`config.mk`:
```
export PLATFORM = sky130hd
export DESIGN_NAME = wb_spi_master_ctrl
export DESIGN_NICKNAME = d
export VERILOG_FILES = /design/src/rtl/wb_spi_master_ctrl.sv
export SDC_FILE = /design/constraint.sdc
export NUM_CORES = 1
export LEC_CHECK = 0
export ABC_CLOCK_PERIOD_IN_PS = 1900
export CAP_MARGIN = 20
export CORE_MARGIN = 3
export CORE_UTILIZATION = 43
export DETAILED_ROUTE_END_ITERATION = 6
export PLACE_DENSITY = 0.77
export SYNTH_ARGS = -nofsm -noshare
export SYNTH_HDL_FRONTEND = slang
export SYNTH_SLANG_ARGS = --single-unit
```
`constraint.sdc`:
```
create_clock -name wb_clk_i -period 1.9 [get_ports wb_clk_i]
set_clock_uncertainty 0.15 [all_clocks]
set_input_delay 0.285 -clock wb_clk_i [delete_from_list [all_inputs] [get_ports wb_clk_i]]
set_output_delay 0.285 -clock wb_clk_i [all_outputs]
set_load 0.1 [all_outputs]
```
`src/rtl/wb_spi_master_ctrl.sv`:
```
// Wishbone B4 classic slave driving a single-chip-select, mode-0, MSB-first SPI master.
// Registers: 0 DATA, 1 STATUS, 2 DIV, 3 CS (word addressed through adr[3:2]).
module wb_spi_master_ctrl #(
    parameter logic [7:0] DEFAULT_DIV = 8'd11
) (
    input  logic        wb_clk_i,
    input  logic        wb_rst_i,
    input  logic [3:0]  wb_adr_i,
    input  logic [31:0] wb_dat_i,
    input  logic [3:0]  wb_sel_i,
    input  logic        wb_we_i,
    input  logic        wb_cyc_i,
    input  logic        wb_stb_i,
    output logic [31:0] wb_dat_o,
    output logic        wb_ack_o,
    output logic        spi_sck_o,
    output logic        spi_mosi_o,
    input  logic        spi_miso_i,
    output logic        spi_cs0_o
);
    typedef enum logic [1:0] {S_IDLE, S_LOW, S_HIGH} state_t;

    state_t     r_state;
    logic       r_ack;
    logic [7:0] r_tx;
    logic [7:0] r_shift;
    logic [7:0] r_rx;
    logic [7:0] r_div;
    logic [7:0] r_div_l;
    logic [7:0] r_cnt;
    logic [2:0] r_bit;
    logic       r_busy;
    logic       r_done;
    logic       r_cs;
    logic       r_sck;
    logic       r_mosi;

    logic       w_req;
    logic       w_wr;
    logic       w_rd;
    logic [1:0] w_reg;
    logic       w_start;
    logic       w_half_end;
    logic       w_unused;

    assign w_req      = wb_cyc_i & wb_stb_i;
    assign w_reg      = wb_adr_i[3:2];
    assign w_wr       = r_ack & w_req & wb_we_i & wb_sel_i[0];
    assign w_rd       = r_ack & w_req & ~wb_we_i;
    assign w_start    = w_wr && (w_reg == 2'd0) && (r_state == S_IDLE);
    assign w_half_end = (r_cnt == r_div_l);
    assign w_unused   = &{1'b0, wb_dat_i[31:8], wb_sel_i[3:1], wb_adr_i[1:0]};

    assign wb_ack_o   = r_ack;
    assign spi_sck_o  = r_sck;
    assign spi_mosi_o = r_mosi;
    assign spi_cs0_o  = r_cs;

    // Read data is only presented during the ack cycle; zero otherwise.
    always_comb begin
        wb_dat_o = 32'd0;
        if (r_ack) begin
            case (w_reg)
                2'd0:    wb_dat_o = {24'd0, r_rx};
                2'd1:    wb_dat_o = {30'd0, r_done, r_busy};
                2'd2:    wb_dat_o = {24'd0, r_div};
                default: wb_dat_o = {31'd0, r_cs};
            endcase
        end
    end

    always_ff @(posedge wb_clk_i) begin
        if (wb_rst_i) begin
            r_state <= S_IDLE;
            r_ack   <= 1'b0;
            r_sck   <= 1'b0;
            r_mosi  <= 1'b0;
            r_cs    <= 1'b1;
            r_div   <= DEFAULT_DIV;
            r_div_l <= DEFAULT_DIV;
            r_busy  <= 1'b0;
            r_done  <= 1'b0;
            r_rx    <= 8'd0;
            r_tx    <= 8'd0;
            r_shift <= 8'd0;
            r_cnt   <= 8'd0;
            r_bit   <= 3'd0;
        end else begin
            r_ack <= w_req & ~r_ack;
            if (w_wr && w_reg == 2'd2) r_div <= wb_dat_i[7:0];
            if (w_wr && w_reg == 2'd3) r_cs  <= wb_dat_i[0];
            // Clear first so that a DONE set later in this block wins.
            if (w_rd && w_reg == 2'd0) r_done <= 1'b0;

            case (r_state)
                S_IDLE: begin
                    r_sck <= 1'b0;
                    if (w_start) begin
                        r_tx    <= wb_dat_i[7:0];
                        r_mosi  <= wb_dat_i[7];
                        r_div_l <= r_div;
                        r_cnt   <= 8'd0;
                        r_bit   <= 3'd0;
                        r_busy  <= 1'b1;
                        r_done  <= 1'b0;
                        r_state <= S_LOW;
                    end
                end
                S_LOW: begin
                    if (w_half_end) begin
                        r_cnt   <= 8'd0;
                        r_sck   <= 1'b1;
                        r_shift <= {r_shift[6:0], spi_miso_i};
                        r_state <= S_HIGH;
                    end else begin
                        r_cnt <= r_cnt + 8'd1;
                    end
                end
                S_HIGH: begin
                    if (w_half_end) begin
                        r_cnt <= 8'd0;
                        r_sck <= 1'b0;
                        if (r_bit == 3'd7) begin
                            r_busy  <= 1'b0;
                            r_done  <= 1'b1;
                            r_rx    <= r_shift;
                            r_state <= S_IDLE;
                        end else begin
                            r_bit   <= r_bit + 3'd1;
                            r_tx    <= {r_tx[6:0], 1'b0};
                            r_mosi  <= r_tx[6];
                            r_state <= S_LOW;
                        end
                    end else begin
                        r_cnt <= r_cnt + 8'd1;
                    end
                end
                default: r_state <= S_IDLE;
            endcase
        end
    end
endmodule

```
### Word level (Yosys, flattened, before mapping)

Index checks and enable logic that the tools add are counted.

| cells by class | value |
|---|---|
| $add $sub $neg | 2 |
| eq/ne operators | 12 |
| multiplexer cells | 34 |
| bitwise gates (word level) | 8 |
| reductions and logical operators | 19 |

Operator list:

| cell | number |
|---|---|
| two-way mux 32 bit | 1 |
| one-hot mux 8 bit (3 select lines) | 1 |
| two-way mux 7 bit | 3 |
| two-way mux 8 bit | 2 |
| one-hot mux 8 bit (2 select lines) | 1 |
| one-hot mux 7 bit (2 select lines) | 1 |
| two-way mux 1 bit | 13 |
| inequality test 2 bit (second input constant) | 5 |
| two-way mux 3 bit | 3 |
| AND reduction 3 bit | 3 |
| adder 8 x 1 -> 8 bit (second input constant) | 1 |
| == test 8 bit | 1 |
| AND reduction 4 bit | 2 |
| AND 1 bit | 6 |
| == test 2 bit (second input constant) | 3 |
| two-way mux 2 bit | 3 |
| one-hot mux 1 bit (2 select lines) | 3 |
| one-hot mux 2 bit (3 select lines) | 1 |
| one-hot mux 3 bit (2 select lines) | 1 |
| AND reduction 2 bit | 3 |
| logical AND 1 bit | 5 |
| == test 2 x 1 -> 1 bit (second input constant) | 2 |
| zero test 2 bit | 2 |
| nonzero test 2 bit | 2 |
| 6 further kinds | 7 |

| storage, ports and cells | value |
|---|---|
| register bits after elaboration | 58 |
| bits of input ports | 46 |
| output and inout bits | 36 |
| word-level logic and storage cells | 89 |

### Longest topological paths before layout

Gate-level depths: netlist of the first run.

| logic depth | value |
|---|---|
| depth in word-level cells | 8 |
| depth in mapped cells | 9 |
| mapped depth without buffers | 7 |

### Worst setup path before layout of the first run

No wires, ideal clock.

| timing path | value |
|---|---|
| path type | register -> output |
| from | register r_ack, in the netlist wb_ack_o |
| to | output wb_dat_o[2] |
| arrival time | 2,643 ps |
| required time | 1,465 ps |
| slack | -1,178 ps |
| stages on the path, launching flop included | 3 |
| buffers on the path | 0 |
| cell sequence | dfxtp_1 nand2b_1 nor2_1 |

| between the ends | value |
|---|---|
| cells in the longest elaborated chain, start to end | 1 |

RTL lines:

| element | line | source |
|---|---|---|
| from (decl) | 24 | `logic r_ack;` |
| from (signal assigned) | 89 | `r_ack <= w_req & ~r_ack;` |
| two-way mux 32 bit | 62 | `if (r_ack) begin` |
| to (decl) | 14 | `output logic [31:0] wb_dat_o,` |

Every way passes these cells.

### Worst setup path in the final report of the first run

| timing path | value |
|---|---|
| from | register r_cnt[1] |
| to | register r_cnt[2] |

| between the ends | value |
|---|---|
| cells in the longest elaborated chain, start to end | 3 |
| elaborated cells on any way between the ends | 4 |
| classes of those cells | 1 x add/sub; 1 x eq/ne; 2 x mux |

RTL lines:

| element | line | source |
|---|---|---|
| from (decl) | 30 | `logic [7:0] r_cnt;` |
| from (signal assigned) | 116 | `r_cnt <= r_cnt + 8'd1;` |
| from (signal assigned) | 135 | `r_cnt <= r_cnt + 8'd1;` |
| adder 8 x 1 -> 8 bit or == test 8 bit (tied branches) | 116, 135, 51 |  |
| two-way mux 8 bit * | 110, 120 |  |
| one-hot mux 8 bit (2 select lines) * | 95 | `case (r_state)` |

Every way passes the cells marked *; elsewhere a longest branch is shown, timed or not.
A chain may end at the register's enable or synchronous reset.

==> impl_metrics.json, run 1 <==
{
  "drive_gt1_frac": 0.348,
  "r2r_cells": 6,
  "worst_setup_path_end_kind": "flip-flop",
  "syn-cell-area_um2": 2970,
  "ios": 82,
  "ant_nets": 0,
  "synth_top_cell_by_area": "dfxtp_1",
  "n_fill_cell": 509,
  "hp-class": "reg -> reg",
  "drt-initial-drc-count": 149,
  "route.detailed.drc": 0,
  "crit-reg2reg-launch": "r_cnt[1]",
  "post-route-period-util": 1.02,
  "numCtsBuffers": 9,
  "firstDrtPassIters": 4,
  "dieArea_um2": 7950,
  "placementRows": 29,
  "mostFrequentLayoutCells": "dfxtp_1, mux2i_1, buf_4, nor2_1, conb_1",
  "n_antenna_cell": 0,
  "netSwitchingFraction": 0.276,
  "clk_pin_slew_ns": 0.07,
  "worstPathCellList": "xor2_2, nor4_4, buf_4, a211oi_4, and2_4, a221o_1",
  "synth_cell_types": 47,
  "setup_viol": 21,
  "violations": "setup timing",
  "whs_path_depth": 2,
  "r2r_setup_slack_ns": -0.04,
  "insertion_delay_ns": 0.34,
  "finalNetCount": 439,
  "rsz0062_at_grt": "true",
  "grt_pass1_vias": 2572,
  "cp_max_fo": 7,
  "crit_family": "simple AND/OR/NAND/NOR gates",
  "hold_path_end": "r_shift[7]",
  "place_worst_setup_slack_ns": -0.424,
  "vias_per_cell": 5.37,
  "p_seq_frac": 0.398,
  "finalPower_mw": 3.07,
  "holdWs_ns": 0.312,
  "drv_cap": 0,
  "p_int_mw": 2.22,
  "pwr-share-clk": 0.445,
  "drv_slew": 0,
  "place_congestion": 0.839,
  "initial_core_util": 0.455,
  "die_h_um": 89.2,
  "path_class": "reg -> reg",
  "ys_seq_area_frac": 0.390,
  "synthCells": 321,
  "cp_data_required_time_ns": 1.97,
  "syn_to_final_growth_pct": 39.5,
  "p_switching_mw": 0.846,
  "fmax_mhz": 514,
  "placedInstanceArea_um2": 3680,
  "layout_commonest_cell": "dfxtp_1",
  "grt_max_degree": 26,
  "critPathBufInv": 1,
  "startpoint_type": "flip-flop",
  "cts_sinks": 58,
  "critPathLaunch": "r_cnt[1]",
  "antenna_found_initial": 0,
  "ys_warn_count": 0,
  "powerDensity_nw_per_um2": 739,
  "synth_edf_count": 0,
  "hpwl_um": 5190,
  "coreArea_um2": 6530,
  "io_buffers": 28,
  "cp.arrival_ns": 2.02,
  "grt_overflow": 0,
  "ys_ff_latch": 58,
  "grt_pass1_wl_um": 12300,
  "cts_tree": "built",
  "fin_ws_ns": -0.0449,
  "max_stage_delay_ns": 0.35,
  "syn_avg_cell_area_um2": 9.27,
  "async_flop_share": 0,
  "track_usage": 0.206,
  "status": "finished with violations",
  "wirelength_um": 7670,
  "regToRegEndpoint": "r_cnt[2]",
  "vias": 2511,
  "clock_path_buffers": 2,
  "irDropWorstVdd_v": 0.000503,
  "min_period_ns": 1.94,
  "hold_viol": 0,
  "crit_path_top_delay_cell": "nor4_4",
  "synth_top_area_frac": 0.390,
  "root_buffer": "clkbuf_8",
  "fin_area_um2": 4150,
  "combPwrFrac": 0.157,
  "p_leak_nw": 1.80,
  "synth_area_leaders": "dfxtp_1, mux2i_1, buf_4",
  "cts_max_level": 3,
  "hold_start": "r_shift[7]",
  "fin_util": 0.635,
  "synth_ff_type": "dfxtp_1",
  "die_w_um": 89.2,
  "wl_per_cell_um": 16.4
}
-- layout make-up --
class                           count  area (µm²)  area share
Multi-Input combinational cell    239        1800       0.433
Sequential cell                    58        1190       0.287
Clock buffer                       11         131      0.0317
Tap cell                           77        96.3      0.0232
Clock inverter                      5         101      0.0244
Timing Repair Buffer               72         812       0.196
Inverter                            6        22.5     0.00543
-- logic make-up (layout without fill, tap and decap cells) --
family / after synthesis / after routing / share of synthesized area
AO/OA/AOI/OAI: 58 / 58 / 0.140
XOR/XNOR: 8 / 8 / 0.0236
adder cells (fa/ha/maj): 7 / 7 / 0.0294
buffers and inverters: 48 / 94 / 0.101
flip-flops: 58 / 58 / 0.390
multiplexers: 41 / 41 / 0.143
other: 1 / 24 / 0.00126
AND/OR/NAND/NOR: 100 / 101 / 0.172
-- timing repair --
action                                 in CTS  in global routing
hold buffers                                0                  0
endpoints found under the hold margin       0                  0
gates resized for setup                    20                 27
gates cloned                                2                  0
pin swaps                                   8                 17
setup endpoints to repair                  34                 37
buffers inserted                            6                  2
-- cells in the mapped netlist, types with 2 or more instances --
library cell / number
buf_4: 27
and4_1: 2
o21ai_0: 12
ha_1: 7
a21oi_1: 17
nand2b_1: 2
clkbuf_1: 9
inv_1: 6
nand4b_1: 2
o41ai_1: 2
a21o_2: 5
xor2_1: 8
or2_2: 3
nand3_1: 15
nand2_1: 23
buf_2: 2
and2_1: 2
nor2_1: 37
nor4_4: 2
nand4_1: 3
o311a_1: 7
a22o_2: 5
mux2i_1: 39
dfxtp_1: 58
buf_1: 2
a31oi_1: 2
buf_6: 2
-- metal layers --
layer,part of all wire,up-vias,wire [µm],track usage
met5,0,-,0,0
met4,0.021,0,159,0.0798
met3,0.068,13,523,0.0571
met2,0.52,79,4020,0.359
met1,0.39,1213,2970,0.238
li1,-,1206,-,-
-- tightest hold or removal path, stage by stage, from the launching register on --
cell,delay [ns]
dfxtp_1,0.31
nand2_1,0.05
a21oi_1,0.05
-- worst max path at each step --
stage | endpoint | slack [ns] | depth (start not counted)
6_report | r_cnt[2] | -0.04 | 6
5_1_grt | r_cnt[2] | -0.10 | 6
4_1_cts | wb_dat_o[0] | -0.04 | 3
3_5_place_dp | r_cnt[4] | -0.42 | 6
3_3_place_gp | wb_dat_o[0] | -0.40 | 4
2_1_floorplan | r_rx[2] | -0.02 | 6
-- state kept, by name, summed over array words and instances, names as in the netlist --
register,count
spi_cs0_o,1
wb_ack_o,1
r_shift,8
r_state,2
spi_mosi_o,1
spi_sck_o,1
r_bit,3
r_cnt,8
r_rx,8
r_busy,1
r_done,1
r_div_l,8
r_tx,7
r_div,8
-- per-stage QoR --
step,setup TNS [ns],std cells
6_report,-0.321,468
5_1_grt,-1.48,468
4_1_cts,-0.0657,466
3_5_place_dp,-11.92,442
3_3_place_gp,-9.43,442
2_1_floorplan,-0.174,344
-- power groups by stage --
stage / sequential, mW / combinational [mW] / clock [mW]
after floorplan: 1.26 / 0.367 / 0
after global placement: 1.25 / 0.452 / 0
after detailed placement: 1.25 / 0.455 / 0
after CTS: 1.22 / 0.467 / 1.38
after global routing: 1.22 / 0.503 / 1.43
final: 1.22 / 0.482 / 1.36
Note: power is estimated with default switching activity, not from simulation.
==> run 2: changes to the inputs <==
--- a/config.mk
+++ b/config.mk
@@ -11,6 +11,7 @@
 export CORE_UTILIZATION = 43
 export DETAILED_ROUTE_END_ITERATION = 6
 export PLACE_DENSITY = 0.77
+export SKIP_CTS_REPAIR_TIMING = 1
 export SYNTH_ARGS = -nofsm -noshare
 export SYNTH_HDL_FRONTEND = slang
 export SYNTH_SLANG_ARGS = --single-unit
==> impl_metrics.json, run 2 (synthesis gave the netlist of run 1 again) <==
{
  "cts_tree": "built",
  "crit_path_top_delay_cell": "nor4_4",
  "worstPathCellList": "xor2_1, nor4_4, buf_4, a211oi_4, and2_4, a221o_1",
  "grt_pass1_vias": 2475,
  "hp-class": "reg -> reg",
  "path_class": "reg -> reg",
  "route.detailed.drc": 0,
  "ios": 82,
  "die_w_um": 89.2,
  "fin_area_um2": 4060,
  "vias": 2479,
  "cp_max_fo": 7,
  "place_congestion": 0.839,
  "hold_start": "r_tx[0]",
  "clock_path_buffers": 2,
  "min_period_ns": 2.03,
  "max_stage_delay_ns": 0.42,
  "initial_core_util": 0.455,
  "hold_viol": 0,
  "vias_per_cell": 5.32,
  "io_buffers": 28,
  "drv_cap": 0,
  "placedInstanceArea_um2": 3680,
  "crit-reg2reg-launch": "r_cnt[1]",
  "p_leak_nw": 1.78,
  "grt.busiest_layer": "met2",
  "drt-initial-drc-count": 151,
  "post-route-period-util": 1.07,
  "use_met3": 0.0553,
  "dieArea_um2": 7950,
  "die_h_um": 89.2,
  "status": "finished with violations",
  "violations": "setup timing",
  "layout_commonest_cell": "dfxtp_1",
  "firstDrtPassIters": 5,
  "hpwl_um": 5190,
  "antenna_found_initial": 0,
  "worst_setup_path_end_kind": "flip-flop",
  "numCtsBuffers": 9,
  "fin_ws_ns": -0.129,
  "grtUsageMet2": 0.324,
  "irDropWorstVdd_v": 0.000527,
  "use_met1": 0.228,
  "wirelength_um": 7340,
  "n_antenna_cell": 0,
  "powerDensity_nw_per_um2": 751,
  "track_usage": 0.191,
  "holdWs_ns": 0.316,
  "drive_gt1_frac": 0.319,
  "setup_viol": 19,
  "grt_max_degree": 26,
  "startpoint_type": "flip-flop",
  "finalPower_mw": 3.05,
  "cp_data_required_time_ns": 1.97,
  "grt_overflow": 0,
  "finalNetCount": 437,
  "coreArea_um2": 6530,
  "drv_slew": 0,
  "root_buffer": "clkbuf_8",
  "syn_to_final_growth_pct": 36.6,
  "mostFrequentLayoutCells": "dfxtp_1, mux2i_1, buf_4, nor2_1, conb_1",
  "placementRows": 29,
  "ant_nets": 0,
  "cts_sinks": 58,
  "n_fill_cell": 513,
  "grt_pass1_wl_um": 11500,
  "cp.arrival_ns": 2.10,
  "wl_per_cell_um": 15.7,
  "clk_pin_slew_ns": 0.06,
  "rsz0062_at_grt": "true",
  "insertion_delay_ns": 0.33,
  "critPathLaunch": "r_cnt[1]",
  "cts_max_level": 3,
  "fmax_mhz": 493
}
run 2: routing by layer:
metal | vias up | wire (µm)
li1 | 1203 | -
met2 | 83 | 3760
met1 | 1184 | 3010
met4 | 0 | 110
met5 | - | 0
met3 | 9 | 447
run 2: layout make-up:
type | count | area (µm²) | share of cell area
multi-input combinational | 239 | 1750 | 0.430
sequential | 58 | 1180 | 0.289
timing repair buffer | 70 | 788 | 0.194
clock buffer | 11 | 131 | 0.0323
clock inverter | 5 | 101 | 0.0249
tap | 77 | 96.3 | 0.0237
inverter | 6 | 22.5 | 0.00554
run 2: power by group:
group / leakage, nW / total [mW] / switching (mW) / internal [mW]
Combinational: 1.19 / 0.470 / 0.344 / 0.126
Sequential: 0.470 / 1.22 / 0.00343 / 1.22
Clock: 0.118 / 1.36 / 0.487 / 0.871
run 2: path summary, 6_finish.rpt:
| kind | to | slack [ns] | cells past startpoint |
|---|---|---|---|
| min | r_tx[0] | 0.32 | 2 |
| max reg2reg | r_cnt[2] | -0.13 | 6 |
| min reg2reg | r_tx[0] | 0.32 | 2 |
| max | r_cnt[2] | -0.13 | 6 |
run 2: through the flow:
stage          setup slack (ns)  utilization  TNS, ns  cells
2_1_floorplan           -0.0194            -   -0.174    344
5_1_grt                  -0.202        0.622    -3.09    466
3_3_place_gp             -0.398        0.563    -9.43    442
3_5_place_dp             -0.424        0.563   -11.92    442
6_report                 -0.129        0.622    -1.06    466
4_1_cts                  -0.421        0.599    -3.41    458
run 2: critical path, delay by kind of cell (launching register included):
kind	cells	cell delay, ns
AO/OA/AOI/OAI	2	0.38
XOR/XNOR	1	0.19
buffers and inverters	1	0.23
AND/OR/NAND/NOR	2	0.63
flip-flops	1	0.34
==> variant 1, RTL diff (flow settings as in run 1) <==
Reset style: asynchronous (`wb_rst_i`), changed in one clocked block.
--- a/src/rtl/wb_spi_master_ctrl.sv
+++ b/src/rtl/wb_spi_master_ctrl.sv
@@ -71,3 +71,3 @@
 
-    always_ff @(posedge wb_clk_i) begin
+    always_ff @(posedge wb_clk_i or posedge wb_rst_i) begin
         if (wb_rst_i) begin
Function: differs if wb_rst_i is asserted again (counterexample within 4 cycles, from zero or initial values and one cycle with wb_rst_i high); with wb_rst_i held inactive, the same outputs for 10 cycles.
==> variant 1 against run 1 <==
- the run still ends with setup timing left
- area after synthesis up 4.9%
- count of clock-buffer cells in the layout unchanged
- worst hold slack worse by 0.19 ns
- total power down 13%
- worst setup slack worse by 0.064 ns
- routed wire length down 3.6%
- sequential cell count unchanged
- final area up 4.3%
- critical path type is now reg -> out
- critical endpoint is now wb_dat_o[0]
- highest routed layer unchanged
==> variant 1: results <==
[outcome]
status = finished with violations
violations = setup timing

[clock_tree]
hold_buffers = 1

[grt]
gr-usage-met2 = 0.297
use_met1 = 0.240
grt_max_degree = 40
grt_use_total = 0.181

[power]
p_int_mw = 1.85
power_mw = 2.67
cellLeakagePower_nw = 1.93
peakVddDrop_mv = 0.497

[synthesis]
synth_cell_types = 50

[timing]
finalSetupViolCount = 9
tns_ns = -0.302
hold_ws_ns = 0.122
worst_slack_ns = -0.109

[finish]
clock_area_frac = 0.0396
layout.nonclk_buf_frac = 0.193
nNonClkInverters = 11
final_nets = 411
final_cell_area_mm2 = 0.00433
seq_share = 0.339
nMultiInputCombCells = 203

[place]
place_area_mm2 = 0.00392
gp_congestion = 0.867
post-place-ws_ns = -0.420

[drt]
wl_met2_mm = 3.71
drt_iter0_drc = 71

[critical_path]
reg2reg_to = r_rx[0]$_DFFE_PP0P_
max_stage_delay_ns = 0.47
cp-endpoint = wb_dat_o[0]
cp.arrival_ns = 1.57
cpMaxStageDelayCell = dfstp_4

[worst_hold_path]
holdPathEnd = wb_ack_o$_DFF_PP0_
## variant 1: cell types whose count changed in the layout (fill, tap and decap cells not counted), moves of 13 or more
| cell | delta |
|---|---|
| dfrtp_1 | +50 |
| dfxtp_1 | -44 |
| mux2i_1 | -33 |
| mux2_2 | +24 |
| nor2_1 | -23 |
| a21oi_1 | -13 |
## variant 1: cells by family after synthesis
family	count (synthesis)	share of synthesized area
fa+ha+maj	8	0.0321
buf+inv	41	0.0818
mux	42	0.152
compound gates	41	0.101
xor+xnor	8	0.0225
simple gates	80	0.141
other cells	1	0.00120
flops	58	0.468
## variant 1: worst max-delay path, delay by kind of cell, from the launching register on
| kind | cells | cell delay (ns) |
|---|---|---|
| DFF | 1 | 0.47 |
| muxes | 1 | 0.46 |
| and+or+nand+nor | 1 | 0.16 |
| buffers and inverters | 1 | 0.16 |
==> variant 2, RTL diff (flow settings as in run 1) <==
Made on the original files. `DEFAULT_DIV`: 8'd11 -> 8'd8.
--- a/src/rtl/wb_spi_master_ctrl.sv
+++ b/src/rtl/wb_spi_master_ctrl.sv
@@ -3,3 +3,3 @@
 module wb_spi_master_ctrl #(
-    parameter logic [7:0] DEFAULT_DIV = 8'd11
+    parameter logic [7:0] DEFAULT_DIV = 8'd8
 ) (
Behaviour: not the same (a bounded check fails within 4 cycles, from zero or initial values and one cycle with wb_rst_i high).
==> variant 2 against run 1 <==
- final area shrank 3.2%
- sequential share of layout area grew 0.75 points
- sequential cell count is the same
- largest power group unchanged
- global-route usage shrank 1.0 points
- die area grew 0.12%
- count of clock-buffer cells in the layout grew 2
- critical path type unchanged
- final cell count is the same
- total power shrank 3.6%
- the run still ends with setup timing left
- first-iteration DRC count shrank 12%
- area after synthesis grew 0.13%
- worst setup slack lost 0.020 ns
- routed wire length shrank 0.90%
==> variant 2: results <==
[synthesis]
synth-adder-area-share = 0.0294
netlist_top_cells_count = dfxtp_1 (58), nor2_1 (41), mux2i_1 (39)
synth_flop_cell = dfxtp_1
synth_cell_types = 47
synth.mux.area_fraction = 0.142
synthTopCellsByArea = dfxtp_1 (39%), mux2i_1 (13%), buf_4 (6.8%)
synth-compound-area-share = 0.139
synth-xor-area-share = 0.0235
ys_seq_area_frac = 0.390

[timing]
finalSetupViolCount = 17
hold_viol = 0
hold_ws_ns = 0.324
worst_slack_ns = -0.0648
tns_ns = -0.412

[drt]
drt_iter0_drc = 131
via_per_inst = 5.44
avgRoutedWirePerCell_um = 16.2

[power]
p_per_area_mw_per_mm2 = 735
cellLeakagePower_nw = 1.78
peakVddDrop_mv = 0.584
p_sw_frac = 0.291

[worst_hold_path]
hp-start = r_bit[2]$_SDFFE_PP0P_
holdPathEnd = r_bit[2]$_SDFFE_PP0P_
hold_path_depth = 2
hold_path_class = reg -> reg

[grt]
grt_max_degree = 40
gr-usage-met2 = 0.323
grt_pass1_vias = 2471
grt_use_total = 0.195
antenna_found_initial = 0
use_met1 = 0.240
grt_pass1_wl_mm = 11.9
use_met3 = 0.0442

[finish]
drive_above_1_share = 0.312
final_nets = 439
fillCellCount = 531

[floorplanning]
rows = 29

[place]
dpl.hpwl_mm = 5.23
place_area_mm2 = 0.00367
gp_congestion = 0.842

[clock_tree]
insertion_delay_ns = 0.34
htree_levels = 3
cts_root_buf = clkbuf_8
clk_pin_slew_ns = 0.06

[critical_path]
r2r_start = r_cnt[2]$_SDFFE_PP0P_
cpMaxStageDelayCell = dfxtp_4
max_stage_delay_ns = 0.37
cp_top_family = simple AND/OR/NAND/NOR gates
path_max_fanout = 10
rr_worst_depth = 7
cp-endpoint = r_rx[3]$_SDFFE_PP0P_

[outcome]
status = finished with violations
violations = setup timing
[variant 2: area by class of cell]
class / count / share of cell area
repair buffers: 72 / 0.194
inverters: 6 / 0.00561
flip-flops and latches: 58 / 0.294
multi-input cells: 239 / 0.426
clock buffers: 13 / 0.0449
well taps: 77 / 0.0240
clock inverters: 3 / 0.0109
[variant 2: layer usage]
metal  vias up  share of wire  wire [µm]
met4         0          0.028        209
met3        18          0.060        455
met5         -              0          0
li1       1215              -          -
met1      1203           0.43       3250
met2       110           0.48       3690
[variant 2: what timing repair did]
item | in CTS | in global routing
gates cloned | 0 | 1
pin swaps | 8 | 4
endpoints found under the setup margin | 42 | 39
gates resized for setup | 11 | 19
setup buffers | 2 | 6
hold buffers | 0 | 0
[variant 2: kinds of logic after synthesis]
logic type	after synthesis
XOR/XNOR	8
AND/OR/NAND/NOR	100
buffers and inverters	49
AO/OA/AOI/OAI	58
multiplexers	41
flip-flops	58
adder cells (fa/ha/maj)	7
other	1
[variant 2: through the flow]
| step | instances | power (mW) | setup WS, ns |
|---|---|---|---|
| 2_1_floorplan | 345 | 1.62 | -0.0194 |
| 3_3_place_gp | 443 | 1.70 | -0.354 |
| 3_5_place_dp | 443 | 1.71 | -0.446 |
| 4_1_cts | 461 | 2.94 | -0.0657 |
| 5_1_grt | 468 | 3.03 | -0.121 |
| 6_report | 468 | 2.95 | -0.0648 |
[variant 2: power by group through the flow]
stage	Combinational [mW]	Sequential (mW)	Clock [mW]
2_1_floorplan	0.365	1.26	0
3_3_place_gp	0.450	1.25	0
3_5_place_dp	0.456	1.25	0
4_1_cts	0.458	1.22	1.26
5_1_grt	0.490	1.22	1.32
6_report	0.469	1.22	1.26
